**src/rtl/rvsteel_uart_tx_fifo.sv**
```systemverilog
`default_nettype none
// ============================================================================
//  Module      : rvsteel_uart_tx_fifo
//  Description : Byte FIFO in front of the UART. A drain FSM polls the UART
//                TX-ready bit and writes the head byte once the UART is free.
//                Define RVSTEEL_UART_TX_FIFO_IRQ_EN to add the tx_empty_irq output.
//  Revision    : 1.0 - initial release
// ============================================================================
module rvsteel_uart_tx_fifo #(
   parameter int         FIFO_DEPTH   = 16,
   parameter logic [4:0] UART_TX_ADDR = 5'h00
) (
   input  logic        clock,
   input  logic        reset,
   input  logic [4:0]  rw_address,
   output logic [31:0] read_data,
   input  logic        read_request,
   output logic        read_response,
   input  logic [7:0]  write_data,
   input  logic        write_request,
   output logic        write_response,
   output logic [4:0]  uart_rw_address,
   input  logic [31:0] uart_read_data,
   output logic        uart_read_request,
   input  logic        uart_read_response,
   output logic [7:0]  uart_write_data,
   output logic        uart_write_request,
   input  logic        uart_write_response
`ifdef RVSTEEL_UART_TX_FIFO_IRQ_EN
   ,
   output logic        tx_empty_irq
`endif
);

   localparam int                c_PTR_W      = $clog2(FIFO_DEPTH);
   localparam logic [c_PTR_W:0]   c_LEVEL_FULL = (c_PTR_W + 1)'(FIFO_DEPTH);
   localparam logic [c_PTR_W:0]   c_LEVEL_ONE  = (c_PTR_W + 1)'(1);
   localparam logic [c_PTR_W-1:0] c_PTR_ONE    = c_PTR_W'(1);
   localparam logic [4:0]         c_ADDR_DATA  = 5'h00;
   localparam logic [4:0]         c_ADDR_LEVEL = 5'h04;
   localparam logic [4:0]         c_ADDR_CTRL  = 5'h08;

   typedef enum logic [2:0] {
      ST_IDLE      = 3'd0,
      ST_POLL      = 3'd1,
      ST_WAIT_POLL = 3'd2,
      ST_SEND      = 3'd3,
      ST_WAIT_SEND = 3'd4
   } state_t;

   logic [7:0]         r_mem [FIFO_DEPTH];
   logic [c_PTR_W-1:0] r_wr_ptr;
   logic [c_PTR_W-1:0] r_rd_ptr;
   logic [c_PTR_W:0]   r_level;
   logic [c_PTR_W:0]   w_level_next;
   logic               r_overflow;
   state_t             r_state;

   logic        r_read_response;
   logic        r_write_response;
   logic [31:0] r_read_data;
   logic [31:0] w_read_value;
   logic        r_uart_read_request;
   logic        r_uart_write_request;
   logic [7:0]  r_uart_write_data;
   logic [4:0]  r_uart_rw_address;

   logic w_empty, w_full;
   logic w_push_req, w_ctrl_wr, w_flush, w_clr_ovf;
   logic w_pop, w_push, w_drop;
   logic w_unused;

   assign w_empty    = (r_level == '0);
   assign w_full     = (r_level == c_LEVEL_FULL);
   assign w_push_req = write_request && (rw_address == c_ADDR_DATA);
   assign w_ctrl_wr  = write_request && (rw_address == c_ADDR_CTRL);
   assign w_flush    = w_ctrl_wr && write_data[0];
   assign w_clr_ovf  = w_ctrl_wr && write_data[1];

   // SEND is only entered with a non-empty FIFO; a flush in that cycle cancels the pop.
   assign w_pop  = (r_state == ST_SEND) && !w_flush;
   assign w_push = w_push_req && !w_flush && (!w_full || w_pop);
   assign w_drop = w_push_req && !w_flush && w_full && !w_pop;

   assign w_unused = ^uart_read_data[31:1];

   always_comb begin
      w_level_next = r_level;
      if (w_flush) begin
         w_level_next = '0;
      end else if (w_push && !w_pop) begin
         w_level_next = r_level + c_LEVEL_ONE;
      end else if (w_pop && !w_push) begin
         w_level_next = r_level - c_LEVEL_ONE;
      end
   end

   always_ff @(posedge clock) begin
      if (w_push) begin
         r_mem[r_wr_ptr] <= write_data;
      end
   end

   always_ff @(posedge clock or posedge reset) begin
      if (reset) begin
         r_wr_ptr   <= '0;
         r_rd_ptr   <= '0;
         r_level    <= '0;
         r_overflow <= 1'b0;
      end else begin
         r_level <= w_level_next;
         if (w_flush) begin
            r_wr_ptr <= '0;
            r_rd_ptr <= '0;
         end else begin
            if (w_push) r_wr_ptr <= r_wr_ptr + c_PTR_ONE;
            if (w_pop)  r_rd_ptr <= r_rd_ptr + c_PTR_ONE;
         end
         if (w_drop) begin
            r_overflow <= 1'b1;
         end else if (w_clr_ovf) begin
            r_overflow <= 1'b0;
         end
      end
   end

   always_comb begin
      w_read_value = '0;
      case (rw_address)
         c_ADDR_DATA:  w_read_value = {29'b0, r_overflow, w_full, w_empty};
         c_ADDR_LEVEL: w_read_value = 32'(r_level);
         default:      w_read_value = '0;
      endcase
   end

   always_ff @(posedge clock or posedge reset) begin
      if (reset) begin
         r_read_response  <= 1'b0;
         r_write_response <= 1'b0;
         r_read_data      <= '0;
      end else begin
         r_read_response  <= read_request;
         r_write_response <= write_request;
         r_read_data      <= read_request ? w_read_value : '0;
      end
   end

   // Strobes are raised on entry to POLL/SEND so they are high only in those states.
   always_ff @(posedge clock or posedge reset) begin
      if (reset) begin
         r_state              <= ST_IDLE;
         r_uart_read_request  <= 1'b0;
         r_uart_write_request <= 1'b0;
         r_uart_write_data    <= '0;
         r_uart_rw_address    <= '0;
      end else begin
         r_uart_read_request  <= 1'b0;
         r_uart_write_request <= 1'b0;
         case (r_state)
            ST_IDLE: begin
               if (!w_empty) begin
                  r_state             <= ST_POLL;
                  r_uart_read_request <= 1'b1;
                  r_uart_rw_address   <= UART_TX_ADDR;
               end
            end
            ST_POLL: begin
               r_state <= ST_WAIT_POLL;
            end
            ST_WAIT_POLL: begin
               if (uart_read_response) begin
                  if (w_empty || w_flush) begin
                     r_state <= ST_IDLE;
                  end else if (uart_read_data[0]) begin
                     r_state              <= ST_SEND;
                     r_uart_write_request <= 1'b1;
                     r_uart_write_data    <= r_mem[r_rd_ptr];
                     r_uart_rw_address    <= UART_TX_ADDR;
                  end else begin
                     r_state             <= ST_POLL;
                     r_uart_read_request <= 1'b1;
                     r_uart_rw_address   <= UART_TX_ADDR;
                  end
               end
            end
            ST_SEND: begin
               r_state <= ST_WAIT_SEND;
            end
            ST_WAIT_SEND: begin
               if (uart_write_response) begin
                  r_state <= ST_IDLE;
               end
            end
            default: begin
               r_state <= ST_IDLE;
            end
         endcase
      end
   end

`ifdef RVSTEEL_UART_TX_FIFO_IRQ_EN
   logic r_tx_empty_irq;

   always_ff @(posedge clock or posedge reset) begin
      if (reset) begin
         r_tx_empty_irq <= 1'b0;
      end else if ((r_level != '0) && (w_level_next == '0)) begin
         r_tx_empty_irq <= 1'b1;
      end else if ((w_ctrl_wr && write_data[2]) || w_push) begin
         r_tx_empty_irq <= 1'b0;
      end
   end

   assign tx_empty_irq = r_tx_empty_irq;
`endif

   assign read_data          = r_read_data;
   assign read_response      = r_read_response;
   assign write_response     = r_write_response;
   assign uart_rw_address    = r_uart_rw_address;
   assign uart_read_request  = r_uart_read_request;
   assign uart_write_request = r_uart_write_request;
   assign uart_write_data    = r_uart_write_data;

endmodule
`default_nettype wire

```
**config.mk**
```make
export PLATFORM = sky130hd
export DESIGN_NAME = rvsteel_uart_tx_fifo
export DESIGN_NICKNAME = d
export VERILOG_FILES = /design/src/rtl/rvsteel_uart_tx_fifo.sv
export SDC_FILE = /design/constraint.sdc
export NUM_CORES = 1
export LEC_CHECK = 0
export BUFFER_PORTS_ARGS = -buffer_cell sky130_fd_sc_hd__buf_2
export CAP_MARGIN = 40
export CORE_MARGIN = 2
export CORE_UTILIZATION = 45
export DETAILED_ROUTE_END_ITERATION = 8
export PLACE_DENSITY = 0.64
export SYNTH_ARGS = -nofsm -noshare
export SYNTH_HDL_FRONTEND = slang
export SYNTH_SLANG_ARGS = --single-unit
```
**constraint.sdc**
```tcl
create_clock -name clock -period 3.75 [get_ports clock]
set_clock_uncertainty 0.15 [all_clocks]
set_input_delay 0.1875 -clock clock [delete_from_list [all_inputs] [get_ports clock]]
set_output_delay 0.1875 -clock clock [all_outputs]
set_load 0.1 [all_outputs]
```
==> out/results.ini <==
[drt]
first_pass_iters = 5
via_count = 3956
drtIter0Drc = 271
drc_errors = 0
vias_per_cell = 5.502
ant_nets = 0
routedWlPerCell_um = 19.38
drt-total-wl_um = 13940

[floorplan]
dieArea_mm2 = 0.01641
coreArea_mm2 = 0.01515
initial_core_util_pct = 45.77
row_count = 45
ios = 100
chipWidth_um = 128.1
die_h_um = 128.1

[clocking]
clk_latency_ps = 420
clk_path_buf_depth = 2
ctsHtreeMaxLevel = 4
clkTransAtPathRegs_ps = 60
cts.repair.resized = 0
ctsHoldBuffers = 16
post_cts_buffers = 0
root_buffer = clkbuf_16
cts_buffers = 17
tritoncts = done
cts_sinks = 162

[timing]
tns_ps = 0
slew_headroom_pct = 51.74
slew_viol_final = 0
rsz0062_at_grt = no
finalSetupViolations = 0
tightestPinTransition_ps = 723.8
fmax_mhz = 302.5
finalCritPeriodShare_pct = 88.16
hold_viol_final = 0
fin_crit_ps = 3306

[synth]
yosys.cell_count.top_type = edfxtp_1
synth_top_cell_by_area = edfxtp_1
ys_seq_area_share_pct = 67.73
async_flop_share_pct = 20.99
synth.top_cells.by_area = edfxtp_1 (55%), dfrtp_1 (12%), mux4_2 (8.1%), buf_4 (3.7%), mux2i_1 (2.5%)
syn_inst = 452
ys_seq_elements = 162
synth_edf_count = 128
synth-main-ff-cell = edfxtp_1
synth_top_area_share_pct = 55.45
syn_area_mm2 = 0.006932
yosysWarnings = 0
synthDistinctLibCells = 50
synth_common_cells = edfxtp_1 (128), nand2_1 (44), buf_4 (34), dfrtp_1 (34), mux4_2 (25)
avgSynthCellArea_um2 = 15.34

[global_routing]
grt_pass1_wl_um = 21450
grt_usage_pct = 18.03
first_global_vias = 3878
overflow = 0
grt_max_degree = 27
antenna_found_initial = 0

[power]
vdd_drop_max_uv = 405.8
p_leak_uw = 0.002991
p_int_uw = 3834
clock_power_share_pct = 30.3
p_per_area_mw_per_mm2 = 736.8
p_sw_uw = 2103
combPwrFrac_pct = 31.3
p_sw_share_pct = 35.43
seq_power_share_pct = 38.4

[critical_path]
cp-end-kind = register
required_ps = 3900
path_buf_inv = 2
worst-path-max-fanout = 5
crit_chain = dlygate4sd3_1, buf_2, or3_4, o21a_1, or3b_2, fa_1, a21o_1, a21oi_1, mux2i_1, xor2_1, o22ai_1
critPathMaxStageDelay_ps = 570
crit_type = in2reg
crit_path_start_kind = input pin
cp.arrival_ps = 3460
critPathTopFamily = simple AND/OR/NAND/NOR gates
slowest_stage = or3b_2

[placement]
gp_congestion = 0.7760
dpl-instance-area_mm2 = 0.007283
port_buffers = 36
place_hpwl_um = 9056

[cells_and_area]
syn_to_final_growth_pct = 16.25
nets = 579
drive_gt1_share_pct = 22.41
diodes = 0
fillCellCount = 1198
fin_area_mm2 = 0.008058
postLayoutCoreUtil_pct = 53.20

[flow_run]
cap_viol_max_count = 0

[hold_path]
hold_class = in2reg

[outcome]
status = finished clean

cell families after synthesis:
family | after synthesis | share of synthesized area (%)
buffers and inverters | 58 | 5.289
AOI/OAI and AO/OA | 56 | 5.018
adders and majority gates | 10 | 1.913
DFF | 162 | 67.73
muxes | 43 | 10.74
xor gates and xnor gates | 6 | 0.7583
and+or+nand+nor | 116 | 8.502
other | 1 | 0.05410
layer usage:
metal | GRT usage, % | vias to the layer above | routed length, um
met4 | 8.403 | 0 | 379
met2 | 28.88 | 125 | 6852
met1 | 23.51 | 2026 | 6186
met5 | 0 | - | 0
li1 | - | 1775 | -
met3 | 4.174 | 30 | 519
power by group through the flow:
stage          Sequential (uW)  Clock, uW  Combinational, uW
2_1_floorplan             2580          0               1210
3_3_place_gp              2380          0               1730
3_5_place_dp              2320          0               1850
4_1_cts                   2280       1820               1870
5_1_grt                   2310       1890               2000
6_report                  2280       1800               1860
worst paths after layout:
path                                    start            endpoint  slack (ps)  depth (start not counted)
worst max-delay path            rw_address[0]          r_level[4]         440                         11
worst min-delay path            write_data[4]         r_mem[2][4]          10                          1
worst max register to register     r_state[1]          r_level[4]         620                          9
worst min register to register     r_state[2]          r_state[1]         350                          1
max in group asynchronous               reset  uart_write_request        2470                          5
min in group asynchronous               reset  uart_write_data[1]         230                          3
registers in the layout (all words and copies together) (netlist names):
| name | count |
|---|---|
| uart_write_data | 8 |
| r_mem | 128 |
| r_level | 5 |
| r_rd_ptr | 4 |
| r_wr_ptr | 4 |
| uart_read_request | 1 |
| write_response | 1 |
| uart_write_request | 1 |
| r_overflow | 1 |
| read_data | 5 |
| r_state | 3 |
| read_response | 1 |
cell usage in the layout, fill, tap and decap left out, types with 3 or more instances in the layout:
cell / netlist / layout
mux2i_1: 17 / 17
buf_2: 11 / 36
a31oi_1: 7 / 7
nor2b_1: 4 / 4
or3_1: 4 / 4
nand3_1: 7 / 7
a221oi_1: 3 / 3
mux4_2: 25 / 25
edfxtp_1: 128 / 128
dfrtp_1: 34 / 33
and2_1: 3 / 3
xnor2_1: 3 / 3
nor3_1: 5 / 5
inv_1: 6 / 6
a21oi_1: 22 / 22
nand2_1: 44 / 44
bufinv_16: 0 / 4
buf_4: 34 / 12
ha_1: 9 / 9
xor2_1: 3 / 3
dlygate4sd3_1: 0 / 16
o31ai_1: 3 / 3
conb_1: 1 / 32
clkbuf_16: 0 / 17
clkinv_2: 0 / 3
nor2_1: 24 / 24
and4_1: 4 / 4
and3_1: 5 / 5
o21ai_0: 13 / 13
final cells by class:
cell class              instances  area [um2]  share of cell area (%)
flip-flops and latches        162        4696                   58.28
multi-input cells             263        1993                   24.74
repair buffers                 68       496.7                   6.165
clock buffers                  18       429.2                   5.326
well taps                     188       235.2                   2.919
clock inverters                14       185.2                   2.298
inverters                       6       22.52                  0.2795
stage by stage:
step	hold slack (ps)	total power (uW)	worst slack, ps	cells
2_1_floorplan	68.93	3792	869.7	483
3_3_place_gp	179.0	4109	623.5	667
3_5_place_dp	147.7	4172	559.3	671
4_1_cts	0.8431	5976	508.7	719
5_1_grt	6.616	6194	331.9	719
6_report	11.11	5937	444.1	719
Note: power is estimated with default switching activity, not from simulation.
